<file path="config.mk">
export PLATFORM = sky130hd
export DESIGN_NAME = s_cla_sacc_ctrl_flat
export DESIGN_NICKNAME = d
export VERILOG_FILES = /design/src/rtl/s_cla_sacc_ctrl_pkg.sv /design/src/rtl/s_cla_sacc_ctrl_if.sv /design/src/rtl/s_cla_sacc_ctrl_cla.sv /design/src/rtl/s_cla_sacc_ctrl.sv /design/src/flat_wrapper.sv
export SDC_FILE = /design/constraint.sdc
export NUM_CORES = 1
export LEC_CHECK = 0
export CAP_MARGIN = 20
export CELL_PAD_IN_SITES_DETAIL_PLACEMENT = 1
export CELL_PAD_IN_SITES_GLOBAL_PLACEMENT = 2
export CORE_MARGIN = 2
export CORE_UTILIZATION = 41
export CTS_CLUSTER_DIAMETER = 80
export DETAILED_ROUTE_END_ITERATION = 10
export DONT_BUFFER_PORTS = 1
export HOLD_SLACK_MARGIN = 0.12
export PLACE_DENSITY = 0.77
export SYNTH_ARGS = -nofsm -noshare
export SYNTH_HDL_FRONTEND = slang
export SYNTH_HIERARCHICAL = 1
export SYNTH_SLANG_ARGS = --single-unit
</file>
<file path="constraint.sdc">
create_clock -name clk -period 5.2 [get_ports clk]
set_clock_uncertainty 0.15 [all_clocks]
set_input_delay 0.52 -clock clk [delete_from_list [all_inputs] [get_ports clk]]
set_output_delay 0.52 -clock clk [all_outputs]
set_load 0.005 [all_outputs]
</file>
<file path="src/rtl/s_cla_sacc_ctrl_pkg.sv">
// -----------------------------------------------------------------------------
// sacc_pkg
// Shared types and constants for the bit-serial shift-accumulate sequencer.
//   state_t  : sequencer states (IDLE, ACC, OUT)
//   ACC_W    : accumulator / adder width (fixed at 24)
//   SAT_MAX  : most positive 24-bit signed value (saturation target)
//   SAT_MIN  : most negative 24-bit signed value (saturation target)
//   sext()   : sign-extend the low w bits of a vector to ACC_W bits
// -----------------------------------------------------------------------------
package sacc_pkg;

    localparam int ACC_W = 24;

    localparam logic [ACC_W-1:0] SAT_MAX = 24'h7FFFFF;
    localparam logic [ACC_W-1:0] SAT_MIN = 24'h800000;

    typedef enum logic [1:0] {
        IDLE = 2'd0,
        ACC  = 2'd1,
        OUT  = 2'd2
    } state_t;

    // Replicates bit w-1 of v into every bit at or above w.
    function automatic logic [ACC_W-1:0] sext(input logic [ACC_W-1:0] v, input int w);
        logic [ACC_W-1:0] r;
        r = v;
        for (int i = 0; i < ACC_W; i++) begin
            if (i >= w) begin
                r[i] = v[w-1];
            end
        end
        return r;
    endfunction

endpackage

</file>
<file path="src/rtl/s_cla_sacc_ctrl_if.sv">
// -----------------------------------------------------------------------------
// s_cla_sacc_ctrl_if
// Control, partial-sum stream and result stream of the shift-accumulate
// sequencer.
//   start, in_signed        : accumulation request and activation signedness
//   psum, psum_valid/ready  : partial-sum input stream, one beat per bit, MSB first
//   res, res_valid/ready    : accumulated result stream, one result per start
//   ovf                     : sticky overflow, qualified by res_valid
//   busy                    : sequencer is accumulating or presenting a result
//
// Handshake rule for both streams: a transfer happens on a rising clock edge
// where valid and ready are both high. The producer keeps data stable while
// valid is high and ready is low; ready never depends on valid.
//
// Modports: master = producer of psum / consumer of res (upstream+downstream
// side), slave = the sequencer.
// -----------------------------------------------------------------------------
interface s_cla_sacc_ctrl_if
    import sacc_pkg::*;
#(
    parameter int PSUM_W = 16
);

    logic              start;
    logic              in_signed;
    logic [PSUM_W-1:0] psum;
    logic              psum_valid;
    logic              psum_ready;
    logic [ACC_W-1:0]  res;
    logic              res_valid;
    logic              res_ready;
    logic              ovf;
    logic              busy;

    modport master (
        output start, in_signed, psum, psum_valid, res_ready,
        input  psum_ready, res, res_valid, ovf, busy
    );

    modport slave (
        input  start, in_signed, psum, psum_valid, res_ready,
        output psum_ready, res, res_valid, ovf, busy
    );

endinterface

</file>
<file path="src/rtl/s_cla_sacc_ctrl_cla.sv">
// -----------------------------------------------------------------------------
// s_cla
// W-bit carry-lookahead adder built from 4-bit groups: the carry into each
// group comes from the previous group's generate/propagate terms, carries
// inside a group are formed from that group carry-in.
//   a, b : addends
//   cin  : carry in
//   sum  : a + b + cin, modulo 2^W (W must be a multiple of 4)
// -----------------------------------------------------------------------------
module s_cla #(
    parameter int W = 24
) (
    input  logic [W-1:0] a,
    input  logic [W-1:0] b,
    input  logic         cin,
    output logic [W-1:0] sum
);

    logic [W-1:0] g;
    logic [W-1:0] p;
    logic [W-1:0] c;

    always_comb begin
        logic gg;
        logic gp;
        g    = a & b;
        p    = a ^ b;
        c    = '0;
        c[0] = cin;
        for (int k = 0; k < W / 4; k++) begin
            for (int j = 0; j < 3; j++) begin
                c[4*k+j+1] = g[4*k+j] | (p[4*k+j] & c[4*k+j]);
            end
            gg = g[4*k+3]
               | (p[4*k+3] & g[4*k+2])
               | (p[4*k+3] & p[4*k+2] & g[4*k+1])
               | (p[4*k+3] & p[4*k+2] & p[4*k+1] & g[4*k]);
            gp = &p[4*k +: 4];
            // The carry out of the top group is not needed.
            if (k < W / 4 - 1) begin
                c[4*k+4] = gg | (gp & c[4*k]);
            end
        end
    end

    assign sum = p ^ c;

endmodule

</file>
<file path="src/rtl/s_cla_sacc_ctrl.sv">
// -----------------------------------------------------------------------------
// s_cla_sacc_ctrl
// Bit-serial shift-accumulate sequencer for the DCIM readout path. Each
// accepted partial sum (one per activation bit, MSB first) is folded into a
// 24-bit accumulator as acc = 2*acc + psum; when the activation is signed the
// MSB beat is subtracted instead. One shared s_cla does the add/subtract.
//
// Ports:
//   clk, rst_n : clock (rising edge), asynchronous active-low reset
//   bus        : s_cla_sacc_ctrl_if.slave (start/in_signed, psum stream,
//                res stream with ovf, busy)
//   dbg_state  : current sequencer state
//
// Parameters: IN_BITS (2..16) beats per result, PSUM_W (< 24) psum width.
//
// Build option: define SACC_SAT_EN to saturate the accumulator on the first
// overflow and freeze it for the remaining beats; otherwise it wraps modulo
// 2^24 and ovf only reports.
// -----------------------------------------------------------------------------
module s_cla_sacc_ctrl
    import sacc_pkg::*;
#(
    parameter int IN_BITS = 8,
    parameter int PSUM_W  = 16
) (
    input  logic                clk,
    input  logic                rst_n,
    s_cla_sacc_ctrl_if.slave    bus,
    output state_t              dbg_state
);

    localparam int CNT_W = $clog2(IN_BITS);
    localparam logic [CNT_W-1:0] LAST = CNT_W'(IN_BITS - 1);

    state_t           state, state_nxt;
    logic [ACC_W-1:0] acc,   acc_nxt;
    logic [CNT_W-1:0] cnt,   cnt_nxt;
    logic             sgn,   sgn_nxt;
    logic             ovf,   ovf_nxt;

    logic             beat;
    logic             sub;
    logic [ACC_W-1:0] op_a;
    logic [ACC_W-1:0] op_b;
    logic [ACC_W-1:0] psum_ext;
    logic [ACC_W-1:0] sum;
    logic             shift_ovf;
    logic             add_ovf;

    // ---------------- datapath operands ----------------
    always_comb begin
        beat     = (state == ACC) && bus.psum_valid;
        // The MSB of a signed activation carries negative weight.
        sub      = sgn && (cnt == '0);
        psum_ext = sext(ACC_W'(bus.psum), PSUM_W);
        op_a     = {acc[ACC_W-2:0], 1'b0};
        op_b     = sub ? ~psum_ext : psum_ext;
    end

    s_cla #(.W(ACC_W)) u_cla (
        .a   (op_a),
        .b   (op_b),
        .cin (sub),
        .sum (sum)
    );

    // Doubling overflows when the top two bits differ; the add overflows when
    // both operands share a sign the sum does not.
    assign shift_ovf = acc[ACC_W-1] ^ acc[ACC_W-2];
    assign add_ovf   = (op_a[ACC_W-1] == op_b[ACC_W-1]) && (sum[ACC_W-1] != op_a[ACC_W-1]);

    // ---------------- state register ----------------
    always_ff @(posedge clk or negedge rst_n) begin
        if (!rst_n) begin
            state <= IDLE;
            acc   <= '0;
            cnt   <= '0;
            sgn   <= 1'b0;
            ovf   <= 1'b0;
        end else begin
            state <= state_nxt;
            acc   <= acc_nxt;
            cnt   <= cnt_nxt;
            sgn   <= sgn_nxt;
            ovf   <= ovf_nxt;
        end
    end

    // ---------------- next state ----------------
    always_comb begin
        state_nxt = state;
        acc_nxt   = acc;
        cnt_nxt   = cnt;
        sgn_nxt   = sgn;
        ovf_nxt   = ovf;
        case (state)
            IDLE: begin
                if (bus.start) begin
                    state_nxt = ACC;
                    sgn_nxt   = bus.in_signed;
                    acc_nxt   = '0;
                    cnt_nxt   = '0;
                    ovf_nxt   = 1'b0;
                end
            end
            ACC: begin
                if (beat) begin
                    cnt_nxt = cnt + 1'b1;
                    ovf_nxt = ovf | shift_ovf | add_ovf;
`ifdef SACC_SAT_EN
                    if (ovf) begin
                        acc_nxt = acc;
                    end else if (shift_ovf) begin
                        acc_nxt = acc[ACC_W-1] ? SAT_MIN : SAT_MAX;
                    end else if (add_ovf) begin
                        acc_nxt = op_a[ACC_W-1] ? SAT_MIN : SAT_MAX;
                    end else begin
                        acc_nxt = sum;
                    end
`else
                    acc_nxt = sum;
`endif
                    if (cnt == LAST) begin
                        state_nxt = OUT;
                    end
                end
            end
            OUT: begin
                if (bus.res_ready) begin
                    state_nxt = IDLE;
                end
            end
            default: begin
                state_nxt = IDLE;
            end
        endcase
    end

    // ---------------- outputs ----------------
    assign bus.psum_ready = (state == ACC);
    assign bus.res_valid  = (state == OUT);
    assign bus.res        = acc;
    assign bus.ovf        = ovf;
    assign bus.busy       = (state == ACC) || (state == OUT);
    assign dbg_state      = state;

endmodule

</file>
<file path="src/flat_wrapper.sv">
// flat-port wrapper written by rule: the top's interface ports become plain ports
module s_cla_sacc_ctrl_flat import sacc_pkg::*;
#(
    parameter int IN_BITS = 8,
    parameter int PSUM_W  = 16
)
  (clk, rst_n, dbg_state, bus_start, bus_in_signed, bus_psum, bus_psum_valid, bus_res_ready, bus_psum_ready, bus_res, bus_res_valid, bus_ovf, bus_busy);
  s_cla_sacc_ctrl_if #(.PSUM_W(PSUM_W)) bus_i ();
  input  logic clk;
  input  logic rst_n;
  output state_t dbg_state;
  input wire logic [$bits(bus_i.start)-1:0] bus_start;
  input wire logic [$bits(bus_i.in_signed)-1:0] bus_in_signed;
  input wire logic [$bits(bus_i.psum)-1:0] bus_psum;
  input wire logic [$bits(bus_i.psum_valid)-1:0] bus_psum_valid;
  input wire logic [$bits(bus_i.res_ready)-1:0] bus_res_ready;
  output wire logic [$bits(bus_i.psum_ready)-1:0] bus_psum_ready;
  output wire logic [$bits(bus_i.res)-1:0] bus_res;
  output wire logic [$bits(bus_i.res_valid)-1:0] bus_res_valid;
  output wire logic [$bits(bus_i.ovf)-1:0] bus_ovf;
  output wire logic [$bits(bus_i.busy)-1:0] bus_busy;
  assign bus_i.start = bus_start;
  assign bus_i.in_signed = bus_in_signed;
  assign bus_i.psum = bus_psum;
  assign bus_i.psum_valid = bus_psum_valid;
  assign bus_i.res_ready = bus_res_ready;
  assign bus_psum_ready = bus_i.psum_ready;
  assign bus_res = bus_i.res;
  assign bus_res_valid = bus_i.res_valid;
  assign bus_ovf = bus_i.ovf;
  assign bus_busy = bus_i.busy;
  s_cla_sacc_ctrl #(.IN_BITS(IN_BITS), .PSUM_W(PSUM_W)) u_core (.clk(clk), .rst_n(rst_n), .bus(bus_i), .dbg_state(dbg_state));
endmodule
</file>
# Yosys cells after proc, flatten, opt, wreduce, memory -nomap -nowiden
# Cells that the tools add are included.
classes:
  add_sub_neg: 1
  eq_ne: 9
  mux: 15
  bitwise_logic: 93
  n_reduce_logical: 15
ops:
  columns: ["op", "n"]
  rows:
  - ["$mux W24", 3]
  - ["$and A1 B1 Y1", 48]
  - ["$pmux W24 S2", 1]
  - ["$xor A24 B24 Y24", 2]
  - ["$or A1 B1 Y1", 40]
  - ["$not A24 Y24", 1]
  - ["$reduce_and A4 Y1", 6]
  - ["$and A23 B23 Y23", 1]
  - ["$mux W2", 4]
  - ["$mux W3", 2]
  - ["$pmux W2 S3", 1]
  - ["$pmux W3 S2", 1]
  - ["$ne A2 B1 Y1 const B", 2]
  - ["$ne A2 B2 Y1 const B", 2]
  - ["$add A3 B1 Y3 const B", 1]
  - ["$eq A3 B3 Y1 const B", 1]
  - ["$logic_and A1 B1 Y1", 3]
  - ["$logic_not A3 Y1", 1]
  - ["$reduce_and A3 Y1", 1]
  - ["$eq A2 B1 Y1 const B", 1]
  - ["$eq A2 B2 Y1 const B", 1]
  - ["$logic_not A2 Y1", 1]
  - ["$mux W1", 2]
  - ["$pmux W1 S2", 1]
  - ["6 further kinds", 6]
word_totals:
  reg_bits: 31
  input_bits: 22
  output_inout_bits: 30
  word_cells: 138

# Logic depth before layout (Yosys ltp)
logic_depth:
  word_depth: 29
  mapped_depth: 20
  depth_no_buf: 18

# By module
# Netlist, hierarchy kept.
modules_own_cells:
  columns: ["mod", "n_inst", "cells_per_inst", "area_each_um2"]
  rows:
  - ["s_cla_sacc_ctrl", 1, 121, 1503.9]
  - ["s_cla", 1, 99, 965.9]

# Worst setup path after synthesis
# OpenSTA, ideal clock, no wires.
synth_path:
  kind: "register -> register"
  start: "register u_core.cnt[0]"
  end: "register u_core.ovf, in the netlist u_core/bus.ovf"
  setup_ns: 0.130
  t_arrival_ns: 4.274
  setup_slack_ns: 0.647
  path_stages_with_launch: 21
  path_buffers: 2
  synth_period_minus_slack_ns: 4.553
  cell_sequence: "dfrtp_1 inv_1 ha_1 nand3b_4 buf_12 buf_2 xnor2_1 ha_1 a21oi_1 nor2_1 a211oi_2 nand3_2 o31a_1 fa_1 fa_1 fa_1 xnor2_1 inv_1 and3_1 nor4_1 nor4_1"
synth_via:
  elab_cells_between_ends: 73
  cone_classes: "eq/ne: 2; mux: 3; bitwise: 60; reduce/logical: 8"
synth_lines:
  columns: ["element", "line_no", "rtl"]
  rows:
  - ["from (decl)", "s_cla_sacc_ctrl.sv:37", "logic [CNT_W-1:0] cnt, cnt_nxt;"]
  - ["from (signal assigned)", "s_cla_sacc_ctrl.sv:83", "cnt <= cnt_nxt;"]
  - ["$logic_not A3 Y1 (*)", "s_cla_sacc_ctrl.sv:54", "sub = sgn && (cnt == '0);"]
  - ["$logic_and A1 B1 Y1 (*)", "s_cla_sacc_ctrl.sv:54", null]
  - ["$mux W24 (*)", "s_cla_sacc_ctrl.sv:57", "op_b = sub ? ~psum_ext : psum_ext;"]
  - ["via u_core.op_b[9]", "s_cla_sacc_ctrl.sv:44", "logic [ACC_W-1:0] op_b;"]
  - ["$and A23 B23 Y23 / $xor A24 B24 Y24 (equally long branches)", "s_cla_sacc_ctrl_cla.sv:26, s_cla_sacc_ctrl_cla.sv:27", null]
  - ["$and A1 B1 Y1, on equally long branches", "s_cla_sacc_ctrl_cla.sv:36, s_cla_sacc_ctrl_cla.sv:37", null]
  - ["$or A1 B1 Y1 / $and A1 B1 Y1 (equally long branches)", "s_cla_sacc_ctrl_cla.sv:36, s_cla_sacc_ctrl_cla.sv:37", null]
  - ["$or A1 B1 Y1", "s_cla_sacc_ctrl_cla.sv:37", "| (p[4*k+3] & p[4*k+2] & p[4*k+1] & g[4*k]);"]
  - ["(+10 left out)", null, null]
  - ["$or A1 B1 Y1 (*)", "s_cla_sacc_ctrl_cla.sv:32", "c[4*k+j+1] = g[4*k+j] | (p[4*k+j] & c[4*k+j]);"]
  - ["$xor A24 B24 Y24 (*)", "s_cla_sacc_ctrl_cla.sv:46", "assign sum = p ^ c;"]
  - ["via u_core.sum[23]", "s_cla_sacc_ctrl.sv:46", "logic [ACC_W-1:0] sum;"]
  - ["$ne A1 B1 Y1 (*)", "s_cla_sacc_ctrl.sv:70", "assign add_ovf = (op_a[ACC_W-1] == op_b[ACC_W-1]) && (sum[ACC_W-1] != op_a[ACC_W-1]);"]
  - ["$logic_and A1 B1 Y1 (*)", "s_cla_sacc_ctrl.sv:70", null]
  - ["$or A1 B1 Y1 (*)", "s_cla_sacc_ctrl.sv:109", "ovf_nxt = ovf | shift_ovf | add_ovf;"]
  - ["$mux W1 (*)", "s_cla_sacc_ctrl.sv:107", "if (beat) begin"]
  - ["$pmux W1 S2 (*)", "s_cla_sacc_ctrl.sv:96", "case (state)"]
  - ["to (signal assigned)", "s_cla_sacc_ctrl.sv:85", "ovf <= ovf_nxt;"]
  - ["to (decl)", "s_cla_sacc_ctrl.sv:39", "logic ovf, ovf_nxt;"]
# The timed path passes the listed nets; every way through them passes the cells marked *. The select of a mux whose other input is x is not followed.
# A chain may end at the register's enable or synchronous reset.

# Final worst setup path
layout_path:
  start: "register u_core.cnt[0]"
  end: "register u_core.ovf, in the netlist u_core/bus.ovf"
layout_via:
  elab_cells_between_ends: 73
  cone_classes: "eq/ne: 2; mux: 3; bitwise: 60; reduce/logical: 8"
layout_lines:
  columns: ["element", "line_no", "rtl"]
  rows:
  - ["$logic_not A3 Y1 (*)", "s_cla_sacc_ctrl.sv:54", null]
  - ["$logic_and A1 B1 Y1 (*)", "s_cla_sacc_ctrl.sv:54", null]
  - ["$mux W24 (*)", "s_cla_sacc_ctrl.sv:57", null]
  - ["via u_core.op_b[15]", "s_cla_sacc_ctrl.sv:44", null]
  - ["$xor A24 B24 Y24", "s_cla_sacc_ctrl_cla.sv:27", "p = a ^ b;"]
  - ["$and A1 B1 Y1, on equally long branches", "s_cla_sacc_ctrl_cla.sv:35, s_cla_sacc_ctrl_cla.sv:36, s_cla_sacc_ctrl_cla.sv:37", null]
  - ["$or A1 B1 Y1 (tied with other cells)", "s_cla_sacc_ctrl_cla.sv:35", "| (p[4*k+3] & g[4*k+2])"]
  - ["$or A1 B1 Y1 / $and A1 B1 Y1 (equally long branches)", "s_cla_sacc_ctrl_cla.sv:36, s_cla_sacc_ctrl_cla.sv:37", null]
  - ["(+9 left out)", null, null]
  - ["$or A1 B1 Y1 (*)", "s_cla_sacc_ctrl_cla.sv:32", null]
  - ["$xor A24 B24 Y24 (*)", "s_cla_sacc_ctrl_cla.sv:46", null]
  - ["via u_core.sum[23]", "s_cla_sacc_ctrl.sv:46", null]
  - ["$ne A1 B1 Y1 (*)", "s_cla_sacc_ctrl.sv:70", null]
  - ["$logic_and A1 B1 Y1 (*)", "s_cla_sacc_ctrl.sv:70", null]
  - ["$or A1 B1 Y1 (*)", "s_cla_sacc_ctrl.sv:109", null]
  - ["$mux W1 (*)", "s_cla_sacc_ctrl.sv:107", null]
  - ["$pmux W1 S2 (*)", "s_cla_sacc_ctrl.sv:96", null]
# Marked as above.

==> results.cfg <==
[route]
initialDrtViolationCount = 33
vias = 1613
drtAntennaViolNets = 0
firstDrtPassIters = 4
totalWireLength_um = 5266
viasPerCell = 5.271
avgRoutedWirePerCell_um = 17.21
post-route-drc-count = 0

[synth]
synth-seq-cells = 31
syn_avg_cell_area_um2 = 11.23
synth.area.top_cells = dfrtp_1, fa_1, ha_1
syn_area_um2 = 2470
synth_xor_xnor_area_share_pct = 8.916
synth_ff_type = dfrtp_1
synth_sequential_area_ratio_pct = 31.41
yosys.area.top_type = dfrtp_1
ys_warn_count = 6
synth_cells = 220
yosys.area_share.simple_pct = 7.649
synth_top_family_by_area = adder cells
synth-async-reset-ratio_pct = 100.0
synth-edff-count = 0
synth_mux_area_share_pct = 0.4559
yosys.area_share.adder_pct = 28.77
ys_types = 38
synth_top_area_share_pct = 31.41
synth-compound-area-share_pct = 16.72

[setup_path]
cp.arrival_ps = 4800
worst-path-max-fanout = 15
worst_setup_path_start_kind = flip-flop
critPathCaptureType = flip-flop
worst-setup-path-type = reg2reg
cp.required_ps = 5210

[grt]
grt_pass1_wl_um = 8825
globalRoute.totalOverflow = 0
antenna_found_initial = 0
grt_usage_pct = 17.60
grt_pass1_vias = 1805
grt_start_max_net_pins = 32

[cts]
cts-buffers-inserted = 5
clockBufferDepth = 2
cts_num_sinks = 31
worstSkewPairLatency_ps = 280
root_buffer = clkbuf_8
cts-htree-levels = 2
cts_tree = built
clk_pin_slew_ps = 70

[placement]
gp_congestion = 0.7532
io_buffer_count = 0
hpwl_um = 3825

[finish]
nFillCells = 650
nets = 299
final_core_util_pct = 46.53
drive_gt1_share_pct = 12.55
n_antenna_cell = 0
syn_to_final_growth_pct = 10.89

[sta]
min_period_ps = 4792
setup_tns_ps = 0
rsz0062_at_grt = no
fin_crit_sh_pct = 92.15
slew_violations = 0
clock.fmax_mhz = 208.7
finalSetupViolations = 0
hold_viol_final = 0

[power_and_ir_drop]
p_switching_mw = 1.047
combPwrFrac_pct = 67.2
p_int_mw = 1.145
clkPwrFrac_pct = 8.9
powerDensity_nw_per_um2 = 800.2
vdd_drop_max_uv = 347.1
leakagePower_nw = 1.324
seq_power_share_pct = 23.9
power_switching_share_pct = 47.76
power_mw = 2.192

[status]
outcome = finished, final reports clean

[min_path]
hold_path_class = in2reg

[floorplan]
core-area_um2 = 5886
dieArea_um2 = 6661
io_pins = 52
die_w_um = 81.62
start_util_pct = 41.96
num_rows = 28
die_h_um = 81.62

[flow_run]
drv_cap = 0
-- sequential cells by signal, indices dropped and copies added, names as in the netlist --
register and flops:
u_core/bus.ovf 1, u_core/bus.res 24, u_core/cnt 3, u_core/dbg_state 2, u_core/sgn 1
-- final cells by class --
cell class / instances / area (um^2) / share of cell area [%]
multi-input combinational: 157 / 1574 / 57.47
sequential: 31 / 775.7 / 28.32
timing repair buffer: 10 / 110.1 / 4.020
inverter: 26 / 97.59 / 3.563
tap: 75 / 93.84 / 3.426
clock buffer: 6 / 82.58 / 3.015
clock inverter: 1 / 5.005 / 0.1827
-- power by group through the flow --
stage	Clock (mW)	Sequential, mW	Combinational (mW)
6_report	0.196	0.523	1.47
5_1_grt	0.218	0.551	1.72
4_1_cts	0.204	0.530	1.41
3_5_place_dp	0	0.534	1.40
3_3_place_gp	0	0.532	1.36
2_1_floorplan	0	0.485	1.16
-- cells in the final DEF (no fill, tap or decap), drive strengths merged, types with 3 or more instances in the layout --
cell type,count
a21oi,10
a22o,26
buf,9
clkbuf,6
dfrtp,31
fa,18
ha,28
inv,26
nand2,9
nand2b,3
nor2,7
nor3,4
o21ai,5
xnor2,21
-- Yosys cell counts, drive strengths merged, types with 2 or more instances --
cell type / instances
a21oi: 10
xnor2: 21
dfrtp: 31
nor4: 2
buf: 6
inv: 26
nand2b: 3
nor2: 7
o21ai: 5
nand3: 2
nand2: 9
nand4: 2
fa: 18
o21bai: 2
ha: 28
and3: 2
a22o: 26
xor2: 2
nor3: 4
-- final timing paths --
| path | depth (start not counted) | from | end | slack, ps |
|---|---|---|---|---|
| worst max-delay path | 17 | u_core/cnt[0] | u_core/bus.ovf | 410 |
| worst min-delay path | 1 | bus_in_signed | u_core/sgn | 240 |
| worst max register to register | 17 | u_core/cnt[0] | u_core/bus.ovf | 410 |
| worst min register to register | 1 | u_core/cnt[2] | u_core/cnt[2] | 410 |
| max in group asynchronous | 2 | rst_n | u_core/bus.res[22] | 4170 |
| min in group asynchronous | 2 | rst_n | u_core/bus.res[0] | 550 |
-- critical path, stage by stage (launching register included) --
cell      delay (ps)
dfrtp_1          400
inv_1             80
ha_1             190
nand3b_4         270
buf_4            270
xnor2_4          280
ha_1             330
a41oi_1          230
o21ai_0          130
o31a_1           300
fa_1             380
fa_1             390
fa_1             390
xnor2_1          260
inv_1             80
and3_1           170
nor4_1           240
nor4_1            90
-- layer usage --
metal | GRT usage (%) | up-vias | part of all wire, %
met3 | 4.396 | 4 | 5.1
met2 | 28.69 | 33 | 49
met4 | 6.500 | 0 | 1.1
li1 | - | 781 | -
met5 | 0 | - | 0
met1 | 22.64 | 795 | 45
-- cells by family (layout without fill, tap and decap cells) --
group	after synthesis	count (layout)
AOI/OAI and AO/OA	51	51
adders and majority gates	46	46
and+or+nand+nor	34	34
buffers and inverters	33	43
DFF	31	31
xor gates and xnor gates	23	23
other	1	2
muxes	1	1
-- metrics by stage --
step                      hold slack (ps)  instance area (um^2)  setup WS (ps)  std cells
after floorplan                     74.41                  2474          646.7        221
after global placement              75.12                  2526          416.1        290
after detailed placement            75.21                  2526          271.5        290
after CTS                           228.5                  2644          265.7        299
after global routing                231.1                  2739          3.801        306
final                               237.2                  2739          408.2        306
-- what timing repair did --
action / in CTS / in global routing
hold endpoints to repair: 31 / 0
hold buffers: 2 / 0
resized for setup: 0 / 3
setup endpoints to repair: 0 / 1
setup buffers: 0 / 6
No activity file was read; power rests on OpenSTA's default activity.
